File: src/rtl/card_pkg.sv
// Shared card codes, dealer state encoding and sizing constants
// for the card dealer block.
package card_pkg;

  typedef logic [3:0] card_t;

  localparam card_t CARD_BLANK = 4'd0;
  localparam card_t CARD_ACE   = 4'd1;
  localparam card_t CARD_KING  = 4'd13;

  // Backing store for hand slots; indices past NUM_SLOTS never fill.
  localparam int SLOT_CAP = 8;

  typedef enum logic [1:0] {
    ST_IDLE    = 2'd0,
    ST_DRAW    = 2'd1,
    ST_PRESENT = 2'd2
  } dealer_state_t;

endpackage

File: src/rtl/card_dealer_rank_counter.sv
// Free-running card rank source cycling 1..NUM_RANKS.
// Stands in for a shuffled shoe: the draw instant picks the rank.
module rank_counter
  import card_pkg::*;
#(
  parameter int NUM_RANKS = 13
) (
  input  logic  clk,
  input  logic  resetb,
  output card_t rank
);

  localparam card_t RANK_MAX = card_t'(NUM_RANKS);

  always_ff @(posedge clk) begin
    if (!resetb) begin
      rank <= CARD_ACE;
    end else if (rank >= RANK_MAX) begin
      rank <= CARD_ACE;
    end else begin
      rank <= rank + 4'd1;
    end
  end

endmodule

File: src/rtl/card_dealer.sv
// Deals one rank per request into an empty hand slot, presents it
// until acknowledged, and exposes the hand as display-ready codes.
module card_dealer
  import card_pkg::*;
#(
  parameter int NUM_RANKS = 13,
  parameter int NUM_SLOTS = 6
) (
  input  logic       clk,
  input  logic       resetb,
  input  logic       deal_req,
  input  logic [2:0] deal_slot,
  input  logic       card_ack,
  input  logic       clear_hand,
  output logic       card_valid,
  output logic [3:0] card_out,
  output logic       deal_err,
  output logic       busy,
  output logic [3:0] slot0,
  output logic [3:0] slot1,
  output logic [3:0] slot2,
  output logic [3:0] slot3,
  output logic [3:0] slot4,
  output logic [3:0] slot5
);

  localparam logic [3:0] SLOT_LIM = 4'(NUM_SLOTS);

  dealer_state_t state;
  card_t         rank;
  card_t         slots [SLOT_CAP];
  logic [2:0]    tgt;
  logic          slot_ok;
  logic          slot_free;

  rank_counter #(
    .NUM_RANKS(NUM_RANKS)
  ) u_rank (
    .clk   (clk),
    .resetb(resetb),
    .rank  (rank)
  );

  assign slot_ok   = {1'b0, deal_slot} < SLOT_LIM;
  assign slot_free = slots[deal_slot] == CARD_BLANK;

  always_ff @(posedge clk) begin
    if (!resetb) begin
      state      <= ST_IDLE;
      tgt        <= '0;
      card_out   <= CARD_BLANK;
      card_valid <= 1'b0;
      deal_err   <= 1'b0;
      for (int i = 0; i < SLOT_CAP; i++) slots[i] <= CARD_BLANK;
    end else begin
      deal_err <= 1'b0;
      if (clear_hand) begin
        state      <= ST_IDLE;
        card_valid <= 1'b0;
        for (int i = 0; i < SLOT_CAP; i++) slots[i] <= CARD_BLANK;
      end else begin
        unique case (state)
          ST_IDLE: begin
            if (deal_req) begin
              if (slot_ok && slot_free) begin
                tgt   <= deal_slot;
                state <= ST_DRAW;
              end else begin
                deal_err <= 1'b1;
              end
            end
          end
          ST_DRAW: begin
            card_out    <= rank;
            slots[tgt]  <= rank;
            card_valid  <= 1'b1;
            state       <= ST_PRESENT;
          end
          ST_PRESENT: begin
            if (card_ack) begin
              card_valid <= 1'b0;
              state      <= ST_IDLE;
            end
          end
          default: begin
            state      <= ST_IDLE;
            card_valid <= 1'b0;
          end
        endcase
      end
    end
  end

  assign busy  = state != ST_IDLE;
  assign slot0 = slots[0];
  assign slot1 = slots[1];
  assign slot2 = slots[2];
  assign slot3 = slots[3];
  assign slot4 = slots[4];
  assign slot5 = slots[5];

endmodule
File: config.mk
export PLATFORM = sky130hd
export DESIGN_NAME = card_dealer
export DESIGN_NICKNAME = d
export VERILOG_FILES = /design/src/rtl/card_pkg.sv /design/src/rtl/card_dealer_rank_counter.sv /design/src/rtl/card_dealer.sv
export SDC_FILE = /design/constraint.sdc
export NUM_CORES = 1
export LEC_CHECK = 0
export ABC_CLOCK_PERIOD_IN_PS = 2000
export CAP_MARGIN = 15
export CORE_ASPECT_RATIO = 0.9
export CORE_MARGIN = 2
export CORE_UTILIZATION = 49
export DETAILED_ROUTE_END_ITERATION = 6
export GPL_ROUTABILITY_DRIVEN = 0
export PLACE_DENSITY = 0.83
export SLEW_MARGIN = 10
export SYNTH_ARGS = -nofsm -noshare
export SYNTH_HDL_FRONTEND = slang
export SYNTH_HIERARCHICAL = 1
export SYNTH_SLANG_ARGS = --single-unit
File: constraint.sdc
create_clock -name clk -period 2 [get_ports clk]
set_input_delay 0.4 -clock clk [delete_from_list [all_inputs] [get_ports clk]]
set_output_delay 0.4 -clock clk [all_outputs]
set_load 0.1 [all_outputs]
After elaboration in Yosys (flattened, before gate mapping). Memories as Yosys holds them, arrays and structs flattened. Cells that the tools add are included.

Register bits after elaboration: 15. Latch bits: 0. Memory bits (writable): 32. ROM bits: 0. Input port bits: 8. Output and inout bits: 31. Logic and storage cells: 65. Memories: 1.

Memory list: slots (depth 8, bits a word 4, rd ports 7, clocked after Yosys merged registers in 0, write ports 8, line card_dealer.sv:31) `card_t slots [SLOT_CAP];`.

Add/sub/neg operators: 1. Multiply operators: 0. Div/mod/pow operators: 0. $lt $le $gt $ge: 2. Eq/ne operators: 5. Shift-type cells: 0. Muxes and demuxes: 26. Bitwise logic cells: 12. Reduce and logical (&&, ||, !) cells: 12.

Operators by type and width (number): $mux W4 (9); $mux W1 (11); $or A1 B1 Y1 (8); $reduce_or A4 Y1 (2); $mux W2 (3); $ne A2 B2 Y1 const B (3); $pmux W2 S3 (1); $add A4 B1 Y4 const B (1); $ge A4 B4 Y1 const B (1); $logic_not A4 Y1 (1); $not A1 Y1 (4); $reduce_and A2 Y1 (2); $reduce_and A4 Y1 (1); $reduce_or A2 Y1 (2); $lt A3 B3 Y1 const B (1); $mux W3 (1); $pmux W1 S3 (1); $reduce_and A3 Y1 (1); $eq A2 B1 Y1 const B (1); $eq A2 B2 Y1 const B (1); $logic_not A2 Y1 (1); $reduce_bool A2 Y1 (1); $logic_and A1 B1 Y1 (1).

Depth between registers and ports, before layout. Gate-level depths: netlist (run 1).

Depth in word-level cells: 7. Depth in mapped cells: 5. Gate-level depth less buffers: 5.

Hierarchy. The synthesis (run 1) kept the hierarchy.

Modules (own cells, without submodules): card_dealer (instances 1, cells each 134, area an instance 1537.7 um^2, seq. area each 940.9 um^2); rank_counter (instances 1, cells each 20, area an instance 195.2 um^2, seq. area each 80.1 um^2).

Worst setup path before layout (run 1). OpenSTA, ideal clock, no wires.

Kind: register -> register. From: mem slots[5][1] in the netlist's numbering. To: reg tgt[1]. Setup time: 115 ps. Arrival: 1766 ps. Data required time: 1885 ps. Setup slack: 120 ps. Stages on the path, launching flop included: 6. Path buffers: 0. Period minus slack after synthesis: 1880 ps. Cell sequence: edfxtp_1 > nor4_1 > nand3_1 > a31oi_4 > nor2b_1 > o21a_1.

RTL lines: start, declared (line card_dealer.sv:31); end signal, assigned (line card_dealer.sv:66) `tgt <= deal_slot;`; end, declared (line card_dealer.sv:32) `logic [2:0] tgt;`.

==> impl_metrics.ini, run 1 <==
[finish]
drive_gt1_share_pct = 26.79
post-route-util_pct = 67.52
instances_no_fill = 253
area_growth_pct = 31.62
nNetsFinal = 219
diodes = 0
stdcell_area_mm2 = 0.002281

[place]
numPortBuffers = 38
pre_cts_ws_ns = -0.1891
post_dp_cell_area_mm2 = 0.002173
dpl.hpwl_um = 2633
post-place-cells = 245

[pwr]
ir_worst_vdd_uv = 497.2
p_comb_share_pct = 17.5
finalPower_mw = 1.868
p_leak_nw = 0.9331
switching_share_pct = 28.51
netSwitchingPower_mw = 0.5327
internal_power_mw = 1.335
pwr-share-seq_pct = 49.3
clkPwrFrac_pct = 33.2
p_per_area_mw_per_mm2 = 819.0

[logic_synthesis]
synth.yosys.seq_area_share_pct = 58.92
synth-seq-cells = 39
synth_fp_nets = 165
synthXorXnorAreaFrac_pct = 1.011
async_flop_share_pct = 0
synthCells = 154
muxShareOfSynthArea_pct = 0
yosys_most_used_dff = edfxtp_1
yosysUniqueCellTypes = 35
synthAdderAreaFrac_pct = 2.166
syn-cell-area_mm2 = 0.001733
synth_top_family_by_area = simple AND/OR/NAND/NOR gates
synth_area_per_cell_um2 = 11.25
synth_compound_gate_area_share_pct = 10.11
yosys.area_share.simple_pct = 25.78
synth_edf_count = 24
ys_warn_count = 6

[grt]
grt_pass1_vias = 1256
track_usage_pct = 19.10
gr-total-overflow = 0
antenna_found_initial = 0
grt_start_max_net_pins = 13
grt_first_pass_wirelength_um = 5630

[clock_network]
cts-resized-gates = 0
ctsLongestPathBuffers = 2
cts_setup_buffers = 0
clk_pin_slew_ns = 0.07
cts-buffers-inserted = 5
insertion_delay_ns = 0.29
cts.hold.buffers_added = 0
cts_sinks = 39
h-tree-depth = 2
cts-root-buf = clkbuf_8
cts_tree = built

[timing]
rsz0062_at_grt = no
tightestPinTransition_ns = 0.5340
drv_slew = 0
finalHoldViolations = 0
hold_slack_ns = 0.4859
max_freq_mhz = 530.3
worst_slack_ns = 0.1143
layout_min_cycle_time_ns = 1.886
fin_worst_skew_ns = 0.005915
setup_viol = 0
post-route-period-util_pct = 94.29
relSlewSlack_pct = 64.02
final.setup.tns_ns = 0

[die]
io_pins = 39
die_y_um = 60.42
rows = 20
die_w_um = 66.69
start_util_pct = 51.30
core_mm2 = 0.003378
die_area_mm2 = 0.004029

[setup_path]
startpoint_type = input port
worst-path-max-fanout = 5
crit_required_ns = 1.99
setup.worst_path.class = input port to flop
crit_arrival_ns = 1.87
end_kind = flop

[drt]
vias = 1307
postRouteWirelength_um = 3479
drt_iter0_drc = 26
first_pass_iters = 4
drcViolationCount = 0
final_antenna_net_count = 0
via_per_inst = 5.166
routedWlPerCell_um = 13.75

[outcome]
status = complete, no violations

[flow_run]
cap_violations = 0

[hold_path]
min_path_type = flop to flop
[placed cells by master, fill, tap and decap left out]
cell type and instances:
dfxtp_1 15, nor2b_1 3, clkinv_1 1, buf_12 1
o211ai_1 1, nand2b_2 1, o21ai_2 1, nor2_1 15
a22oi_1 2, o211a_1 1, or2_1 1, o21ai_0 11
clkinv_2 1, a21boi_0 4, nor4b_1 2, o21a_1 1
nand2b_1 6, a31oi_4 1, nor3_2 1, nand3_1 5
nand3b_1 1, and2_1 24, nor3_1 2, a21oi_1 1
nor2b_4 1, clkbuf_8 5, xor2_1 1, xnor2_1 1
clkdlybuf4s50_1 7, or3_1 1, ha_1 3, nand2_1 10
buf_4 42, inv_1 4, nor3_4 1, o31ai_1 2
bufinv_16 1, edfxtp_1 24, nor4_1 4
[sequential cells by signal (all words and copies together), names as in the netlist]
register,cells
card_out,4
u_rank/rank,4
card_valid,1
slots,24
deal_err,1
state,2
tgt,3
[path summary, 6_finish.rpt]
kind	slack, ns	depth (start not counted)	endpoint	from
worst min-delay path	0.49	1	card_valid	card_valid
worst min register to register	0.49	1	card_valid	card_valid
worst max register to register	0.29	4	slots[0][2]	state[1]
worst max-delay path	0.11	5	slots[0][2]	clear_hand
[critical path, cell delays in order]
cell and delay, ns:
clkdlybuf4s50_1 0.42, nand2b_1 0.19, or3_1 0.44, nor3_4 0.18, nand2b_1 0.23
[power groups by stage]
stage / sequential (mW) / clock [mW] / combinational, mW
final: 0.921 / 0.620 / 0.328
after global routing: 0.926 / 0.652 / 0.343
after CTS: 0.921 / 0.624 / 0.330
after detailed placement: 0.939 / 0 / 0.329
after global placement: 0.936 / 0 / 0.322
after floorplan: 1.09 / 0 / 0.0756
[metal layers]
| layer | share of wire (%) | vias to the layer above | global-route usage, % |
|---|---|---|---|
| met4 | 1.5 | 0 | 9.038 |
| met1 | 42 | 617 | 23.17 |
| li1 | - | 647 | - |
| met2 | 51 | 35 | 33.29 |
| met5 | 0 | - | 0 |
| met3 | 5.5 | 8 | 3.711 |
[layout make-up]
cell class / count / area (µm²)
inverter: 4 / 15.01
sequential: 39 / 1021
timing repair buffer: 50 / 405.4
tap: 44 / 55.05
clock buffer: 5 / 68.82
fill: 272 / 1097
multi-input combinational: 108 / 676.9
clock inverter: 3 / 38.79
[synthesized netlist by cell type, types with 2 or more instances]
| library cell | instances | area (µm²) |
|---|---|---|
| dfxtp_1 | 15 | 300.3 |
| a21boi_0 | 4 | 30.03 |
| ha_1 | 3 | 37.54 |
| nor2_1 | 15 | 56.30 |
| o21ai_0 | 11 | 55.05 |
| edfxtp_1 | 24 | 720.7 |
| nor2b_1 | 3 | 18.77 |
| nor3_1 | 2 | 10.01 |
| and2_1 | 24 | 150.1 |
| nand2b_1 | 6 | 37.54 |
| a22oi_1 | 2 | 15.01 |
| inv_1 | 4 | 15.01 |
| nor4_1 | 4 | 25.02 |
| nor4b_1 | 2 | 17.52 |
| nand3_1 | 5 | 25.02 |
| o31ai_1 | 2 | 15.01 |
| nand2_1 | 10 | 37.54 |
[kinds of logic after synthesis]
group                      after synthesis
DFF                                     39
buffers and inverters                    7
adders and majority gates                3
xor gates and xnor gates                 2
and+or+nand+nor                         78
AOI/OAI and AO/OA                       25
(Power assumes the default switching activity.)
==> run 2, diff against run 1 <==
- GPL_ROUTABILITY_DRIVEN: 0 -> unset
==> results of run 2 <==
No change in the layout: final DEF, timing and power equal those of run 1.
